### config.mk
export PLATFORM = sky130hd
export DESIGN_NAME = cpu_halt_detector
export DESIGN_NICKNAME = d
export VERILOG_FILES = /design/src/rtl/cpu_halt_detector.sv
export SDC_FILE = /design/constraint.sdc
export NUM_CORES = 1
export LEC_CHECK = 0
export BUFFER_PORTS_ARGS = -buffer_cell sky130_fd_sc_hd__buf_2
export CORE_UTILIZATION = 53
export DETAILED_ROUTE_END_ITERATION = 10
export GPL_ROUTABILITY_DRIVEN = 0
export HOLD_SLACK_MARGIN = 0.12
export PLACE_DENSITY = 0.85
export SETUP_SLACK_MARGIN = 0.15
export SLEW_MARGIN = 30
export SYNTH_ARGS = -nofsm -noshare
export SYNTH_HDL_FRONTEND = slang
export SYNTH_SLANG_ARGS = --single-unit
export TNS_END_PERCENT = 20
### constraint.sdc
create_clock -name clk -period 1.8 [get_ports clk]
set_input_delay 0.09 -clock clk [delete_from_list [all_inputs] [get_ports clk]]
set_output_delay 0.09 -clock clk [all_outputs]
set_load 0.01 [all_outputs]
### src/rtl/cpu_halt_detector.sv
// Flags the jump-to-self halt idiom: a pulse once pc has held one value for
// HALT_CYCLES consecutive enabled cycles.
module cpu_halt_detector #(
  parameter int unsigned WIDTH       = 32,
  parameter int unsigned HALT_CYCLES = 4
) (
  input  logic             clk,
  input  logic             reset_n,
  input  logic             clear,
  input  logic             en,
  input  logic [WIDTH-1:0] pc,
  output logic             halt
);

  localparam int unsigned CNT_W = (HALT_CYCLES <= 2) ? 1 : $clog2(HALT_CYCLES);
  localparam logic [CNT_W-1:0] HALT_AT = CNT_W'(HALT_CYCLES - 2);

  logic [WIDTH-1:0] prev_pc;
  logic             prev_valid;
  logic [CNT_W-1:0] stable;
  logic             same;

  assign same = prev_valid && (pc == prev_pc);
  // Fires on the cycle whose edge would take the stable count to HALT_CYCLES-1.
  assign halt = en && same && (stable == HALT_AT);

  always_ff @(posedge clk or negedge reset_n) begin
    if (!reset_n) begin
      prev_pc    <= '0;
      prev_valid <= 1'b0;
      stable     <= '0;
    end else if (clear) begin
      prev_valid <= 1'b0;
      stable     <= '0;
    end else if (en) begin
      prev_pc    <= pc;
      prev_valid <= 1'b1;
      if (!same) begin
        stable <= '0;
      end else if (stable != HALT_AT) begin
        stable <= stable + CNT_W'(1);
      end
    end
  end

endmodule

==> results of run 1 <==
-- Yosys cell counts (all sizes together) --
master / instances / area [µm²]
a2111oi: 1 / 27.5
a21o: 1 / 7.51
a21oi: 1 / 5.00
a22oi: 1 / 7.51
and4bb: 1 / 12.5
buf: 3 / 20.0
clkbuf: 1 / 3.75
dfrtp: 35 / 876
ha: 1 / 12.5
inv: 6 / 22.5
mux2: 27 / 304
nand2: 11 / 41.3
nand2b: 1 / 6.26
nand3: 2 / 10.0
nand4: 6 / 37.5
nor2: 6 / 22.5
nor2b: 1 / 6.26
nor3: 1 / 5.00
nor3b: 1 / 7.51
nor4: 1 / 6.26
o21ai: 7 / 35.0
o221ai: 1 / 8.76
o22ai: 1 / 6.26
o2bb2ai: 1 / 8.76
or2: 1 / 6.26
xnor2: 23 / 201
xor2: 4 / 35.0
-- state kept, by name, indices dropped and copies added (netlist names) --
signal      count
prev_pc        32
prev_valid      1
stable          2
-- worst register-to-register path, delay by kind of cell (launching register included) --
kind	cells	cell delay, ns
xor gates and xnor gates	1	0.16
buffers and inverters	1	0.10
AOI/OAI and AO/OA	1	0.18
and+or+nand+nor	3	0.65
DFF	1	0.41
-- final cells by class --
| cell class | count | area [µm²] |
|---|---|---|
| multi-input cells | 101 | 835 |
| repair buffers | 75 | 563 |
| flip-flops and latches | 35 | 876 |
| well taps | 44 | 55.1 |
| inverters | 6 | 22.5 |
| fillers | 197 | 641 |
| clock inverters | 2 | 35.0 |
| clock buffers | 6 | 51.3 |
-- timing repair --
action | in CTS | in global routing
setup buffers | 1 | 0
endpoints found under the hold margin | 70 | 0
setup endpoints to repair | 1 | 2
pin swaps | 5 | 1
gates resized for setup | 0 | 3
hold buffers | 36 | 0
-- cell families after synthesis --
kind of cell,share of synthesized area (%)
mux,17.4
flops,50.3
fa+ha+maj,0.718
xor+xnor,13.6
compound gates,6.10
buf+inv,2.66
simple gates,9.26
-- power by group through the flow --
stage / Clock (W) / Sequential, W / Combinational, W
2_1_floorplan: 0 / 0.000958 / 0.000253
3_3_place_gp: 0 / 0.000965 / 0.000340
3_5_place_dp: 0 / 0.000979 / 0.000362
4_1_cts: 0.000608 / 0.000962 / 0.000425
5_1_grt: 0.000633 / 0.000975 / 0.000473
6_report: 0.000593 / 0.000964 / 0.000431
-- through the flow --
step                instances  setup TNS (ns)
finish                    269          -0.139
global route              269          -0.187
CTS                       269          -0.102
detailed placement        224               0
global placement          224               0
floorplan                 146               0
-- layer usage --
layer	vias up	routed length, µm	track usage [%]
li1	660	-	-
met1	665	1510	25.3
met2	44	2070	49.4
met3	13	169	5.46
met4	0	104	15.0
met5	-	0	0
-- worst paths after layout --
| check | slack, ns | cells after the start | to |
|---|---|---|---|
| worst min register to register | 0.54 | 1 | prev_pc[11] |
| worst max-delay path | -0.14 | 6 | halt |
| min in group asynchronous | 0.34 | 2 | prev_pc[19] |
| max in group asynchronous | 0.97 | 2 | prev_pc[8] |
| worst max register to register | 0.22 | 6 | stable[1] |
| worst min-delay path | 0.24 | 6 | stable[0] |
==> results.md, run 1 <==
* Share of layout cells above drive strength 1 at 35.6%
* First-pass GRT wire length at 6490 µm
* Fin. max-slew vios at 0
* Logic pwr share at 21.7%
* H-tree Lvls at 2
* Syn Std Cell Area at 1740 µm²
* NumNets Final at 261
* CP top delay family: simple AND/OR/NAND/NOR gates
* Buf+Inv Stages, Crit Path at 1
* Commonest cells after routing, fill and taps aside: dlygate4sd3_1 (36), buf_2 (36), dfrtp_1 (35), mux2_2 (27), xnor2_1 (23)
* Hpwl dp at 2580 µm
* Pre-antenna DRT Iters at 4
* Clock share of power at 29.8%
* Hold slack at 0.241 ns
* Gate count of the mapped netlist at 146
* Status: finished with violations
* Final Hold Fails at 0
* Initial antenna violation count at 0
* Power per cell area at 815 nW/µm²
* Core area at 3080 µm²
* Drt drc at 0
* Hold Startpoint: pc[26]
* Final WS setup at -0.139 ns
* I/O Buffers at 36
* CP max FO at 2
* Sw Ratio at 25.7%
* Crit start category: flop
* Total CTS buffers at 5
* CP Class: reg -> out
* CTS Root Cell: clkbuf_4
* Ports at 37
* Final ANT Viol Nets at 0
* P&R area growth vs syn at 39.8%
* Maximum VDD drop at 596 µV
* Vias in the first global route at 1,524
* Yosys warns at 0
* Final core utilization at 79.2%
* Post-synth cell types at 28
* CP startpoint: prev_pc[20]
* Tot GR Track Use at 25.9%
* Syn_nets at 183
* Slowest stage cell on the critical path: dfrtp_1
* Routed vias/inst at 5.14
* Failing checks: setup timing
* Post-DR wirelength/cell at 14.3 µm
* Total grt overflow at 0
* RSZ-0062 raised after global routing: true
* Leakage power at 1.03 nW
* Pint at 0.00148 W
* Pre-CTS worst setup slack at 0.274 ns
* CP arrival at 1.85 ns
* Fin area at 2440 µm²
* Die footprint at 3520 µm²
* Cell Chain, Critical Path: xnor2_1 -> nand3_1 -> nor3_2 -> nand2_1 -> nor2_1 -> buf_2
* Die span in y at 59.3 µm
* Largest net degree at the start of global routing at 36
* Final min period at 1.94 ns
* Number of diodes at 0
* Sw Pwr at 0.000510 W
* Fmax achieved at 516 MHz
* Sequential power share at 48.5%
* Die X at 59.3 µm
* Worst Hold Class: in -> reg
* Number of setup violations in the final report at 1
* CTS tree: done
* Syn_area_per_cell at 11.9 µm²
* Worst Tran Pin Value at 0.759 ns
* Crit. End Element: output pin
* Worst rel slew slack at 49.4%
* Final Cycle Share at 108%
* Clock Skew at 0.00382 ns
* Longest Clk Path Bufs at 2
* Vias at 1,382
* Site Rows at 20
* CP required at 1.71 ns
* Sink Count at 35
* CP peak stage delay at 0.43 ns
* FF+latch count, synth at 35
* Max-cap violations at 0
* Starting Density at 56.6%
* Clock Latency Late Sink at 0.34 ns
* Total Power at 0.00199 W
* CTS clk-pin slew, worst paths at 0.11 ns
* Worst r2r src: prev_pc[4]
* Sequential share of the synthesized area at 50.3%
* Placed inst area at 1970 µm²
* WL final at 3850 µm
* Starting DRT DRC Count at 45
Power figures use the tool's default switching activity.
==> inputs of run 2 (changes only) <==
--- a/config.mk
+++ b/config.mk
@@ -9,9 +9,9 @@
 export CORE_UTILIZATION = 53
 export DETAILED_ROUTE_END_ITERATION = 10
 export GPL_ROUTABILITY_DRIVEN = 0
+export GPL_TIMING_DRIVEN = 0
 export HOLD_SLACK_MARGIN = 0.12
 export PLACE_DENSITY = 0.85
-export SETUP_SLACK_MARGIN = 0.15
 export SLEW_MARGIN = 30
 export SYNTH_ARGS = -nofsm -noshare
 export SYNTH_HDL_FRONTEND = slang
==> run 2 against run 1 <==
Effect of this change: utilization about the same; critical path type unchanged; global-route usage rose by 0.67 points; the run still ends with setup timing left; count of clock-buffer cells in the layout unchanged; via count rose by 1.4%; die area is the same; worst setup slack gained 0.032 ns; combinational power grew 2%.
==> results.md, run 2 (synthesis results as in run 1) <==
* Status: finished with violations
* Failing checks: setup timing
* CTS clk-pin slew, worst paths at 0.11 ns
* Ports at 37
* Vias at 1,401
* Initial antenna violation count at 0
* Slowest stage cell on the critical path: dfrtp_1
* WL final at 4090 µm
* Longest Clk Path Bufs at 2
* Crit start category: flop
* Core area at 3080 µm²
* Number of flip-flops under the largest register name at 32
* Fin area at 2440 µm²
* Number of diodes at 0
* CP peak stage delay at 0.40 ns
* Setup slack, reg-to-reg at 0.26 ns
* Final ANT Viol Nets at 0
* Pre-antenna DRT Iters at 4
* Share of layout cells above drive strength 1 at 34.8%
* CTS tree: done
* Most common cell after layout, fill and taps aside: buf_2
* Worst rel slew slack at 49.2%
* CP Class: reg -> out
* Cell Chain, Critical Path: xor2_1 -> nor4_2 -> and4bb_2 -> nand4_1 -> nor2_1 -> buf_2
* Sink Count at 35
* Die footprint at 3520 µm²
* Setup TNS at -0.107 ns
* Final WS setup at -0.107 ns
* I/O Buffers at 36
* CTS Root Cell: clkbuf_4
* H-tree Lvls at 2
* Commonest cells after routing, fill and taps aside: buf_2 (37), dlygate4sd3_1 (36), dfrtp_1 (35), mux2_2 (27), xnor2_1 (23)
* Fin. max-slew vios at 0
* Final Cycle Share at 106%
* Worst r2r src: prev_pc[11]
* First-pass GRT wire length at 6610 µm
* Hold slack at 0.344 ns
* CP max FO at 2
* Starting DRT DRC Count at 38
* Die X at 59.3 µm
* Total grt overflow at 0
* CP arrival at 1.82 ns
* CP top delay family: simple AND/OR/NAND/NOR gates
* Final core utilization at 79.2%
* Die span in y at 59.3 µm
* Clock Skew at 0.00736 ns
* Fmax achieved at 524 MHz
* Number of setup violations in the final report at 1
* Leakage power at 1.04 nW
* CP required at 1.71 ns
* Worst Tran Pin Value at 0.762 ns
* Post-DR wirelength/cell at 15.1 µm
* Reg-to-Reg End: stable[1]
* Fill count at 201
* Max-cap violations at 0
* Drt drc at 0
* Worst R2R Path Depth at 5
* Clock Latency Late Sink at 0.34 ns
* Total Power at 0.00199 W
* Total CTS buffers at 5
* Routed vias/inst at 5.17
* NumNets Final at 263
* Tot GR Track Use at 26.6%
* Largest regs: prev_pc (32), stable (2), prev_valid (1)
* Final Hold Fails at 0
* Largest net degree at the start of global routing at 36
* Power per cell area at 818 nW/µm²
* RSZ-0062 raised after global routing: true
* Hpwl dp at 2550 µm
* Final min period at 1.91 ns
* Placed inst area at 1980 µm²
* Vias in the first global route at 1,524
* Crit. End Element: output pin
* P&R area growth vs syn at 39.9%
* Buf+Inv Stages, Crit Path at 1
* Site Rows at 20
* Maximum VDD drop at 576 µV
* Starting Density at 56.6%
* Worst Hold Class: in -> async
* Largest Register: prev_pc
-- run 2: cell count changes in the layout (fill, tap and decap cells not counted), sizes merged --
| cell | previous run | this run |
|---|---|---|
| buf | 39 | 40 |
| clkbuf | 6 | 7 |
-- run 2: power breakdown --
group / internal [W] / switching [W] / total [W]
logic: 0.000261 / 0.000177 / 0.000438
registers: 0.000892 / 0.0000743 / 0.000966
clock network: 0.000328 / 0.000261 / 0.000590
-- run 2: how the worst max path moves through the flow --
stage / startpoint / to / slack, ns / depth (start not counted)
6_report: prev_pc[11] / halt / -0.11 / 6
4_1_cts: prev_pc[11] / halt / -0.15 / 6
3_3_place_gp: prev_pc[23] / halt / 0.20 / 6
2_1_floorplan: stable[0] / stable[1] / 0.46 / 6
3_5_place_dp: prev_pc[23] / halt / 0.22 / 6
5_1_grt: prev_pc[11] / halt / -0.22 / 6
-- run 2: layer usage --
metal	GRT usage, %	up-vias	share of wire [%]
met5	0	-	0
met4	12.6	0	3.0
met3	7.21	13	3.9
met2	50.6	38	55
met1	26.1	684	38
li1	-	666	-
-- run 2: cell type report --
cell class / instances / area, µm² / area share (%)
Timing Repair Buffer: 73 / 548 / 22.5
Sequential cell: 35 / 876 / 35.9
Multi-Input combinational cell: 101 / 827 / 33.9
Tap cell: 44 / 55.1 / 2.26
Inverter: 6 / 22.5 / 0.924
Clock inverter: 2 / 35.0 / 1.44
Clock buffer: 6 / 51.3 / 2.10
Buffer: 4 / 23.8 / 0.975
-- run 2: stage by stage --
step | setup slack (ns) | cells
final | -0.107 | 271
after global routing | -0.216 | 271
after CTS | -0.151 | 270
after detailed placement | 0.220 | 226
after global placement | 0.204 | 226
after floorplan | 0.458 | 146
-- run 2: worst register-to-register path, cell delays in order (launching register included) --
cell,delay [ns]
dfrtp_1,0.40
xor2_1,0.15
nor4_2,0.29
and4bb_2,0.29
nand4_1,0.12
o21ai_0,0.21
-- run 2: repair_timing --
item                                    CTS  global route
endpoints found under the setup margin    1             1
buffers inserted                          0             1
gates resized for setup                   0             1
endpoints found under the hold margin    70             0
hold buffers                             36             0
pin swaps                                 6             2
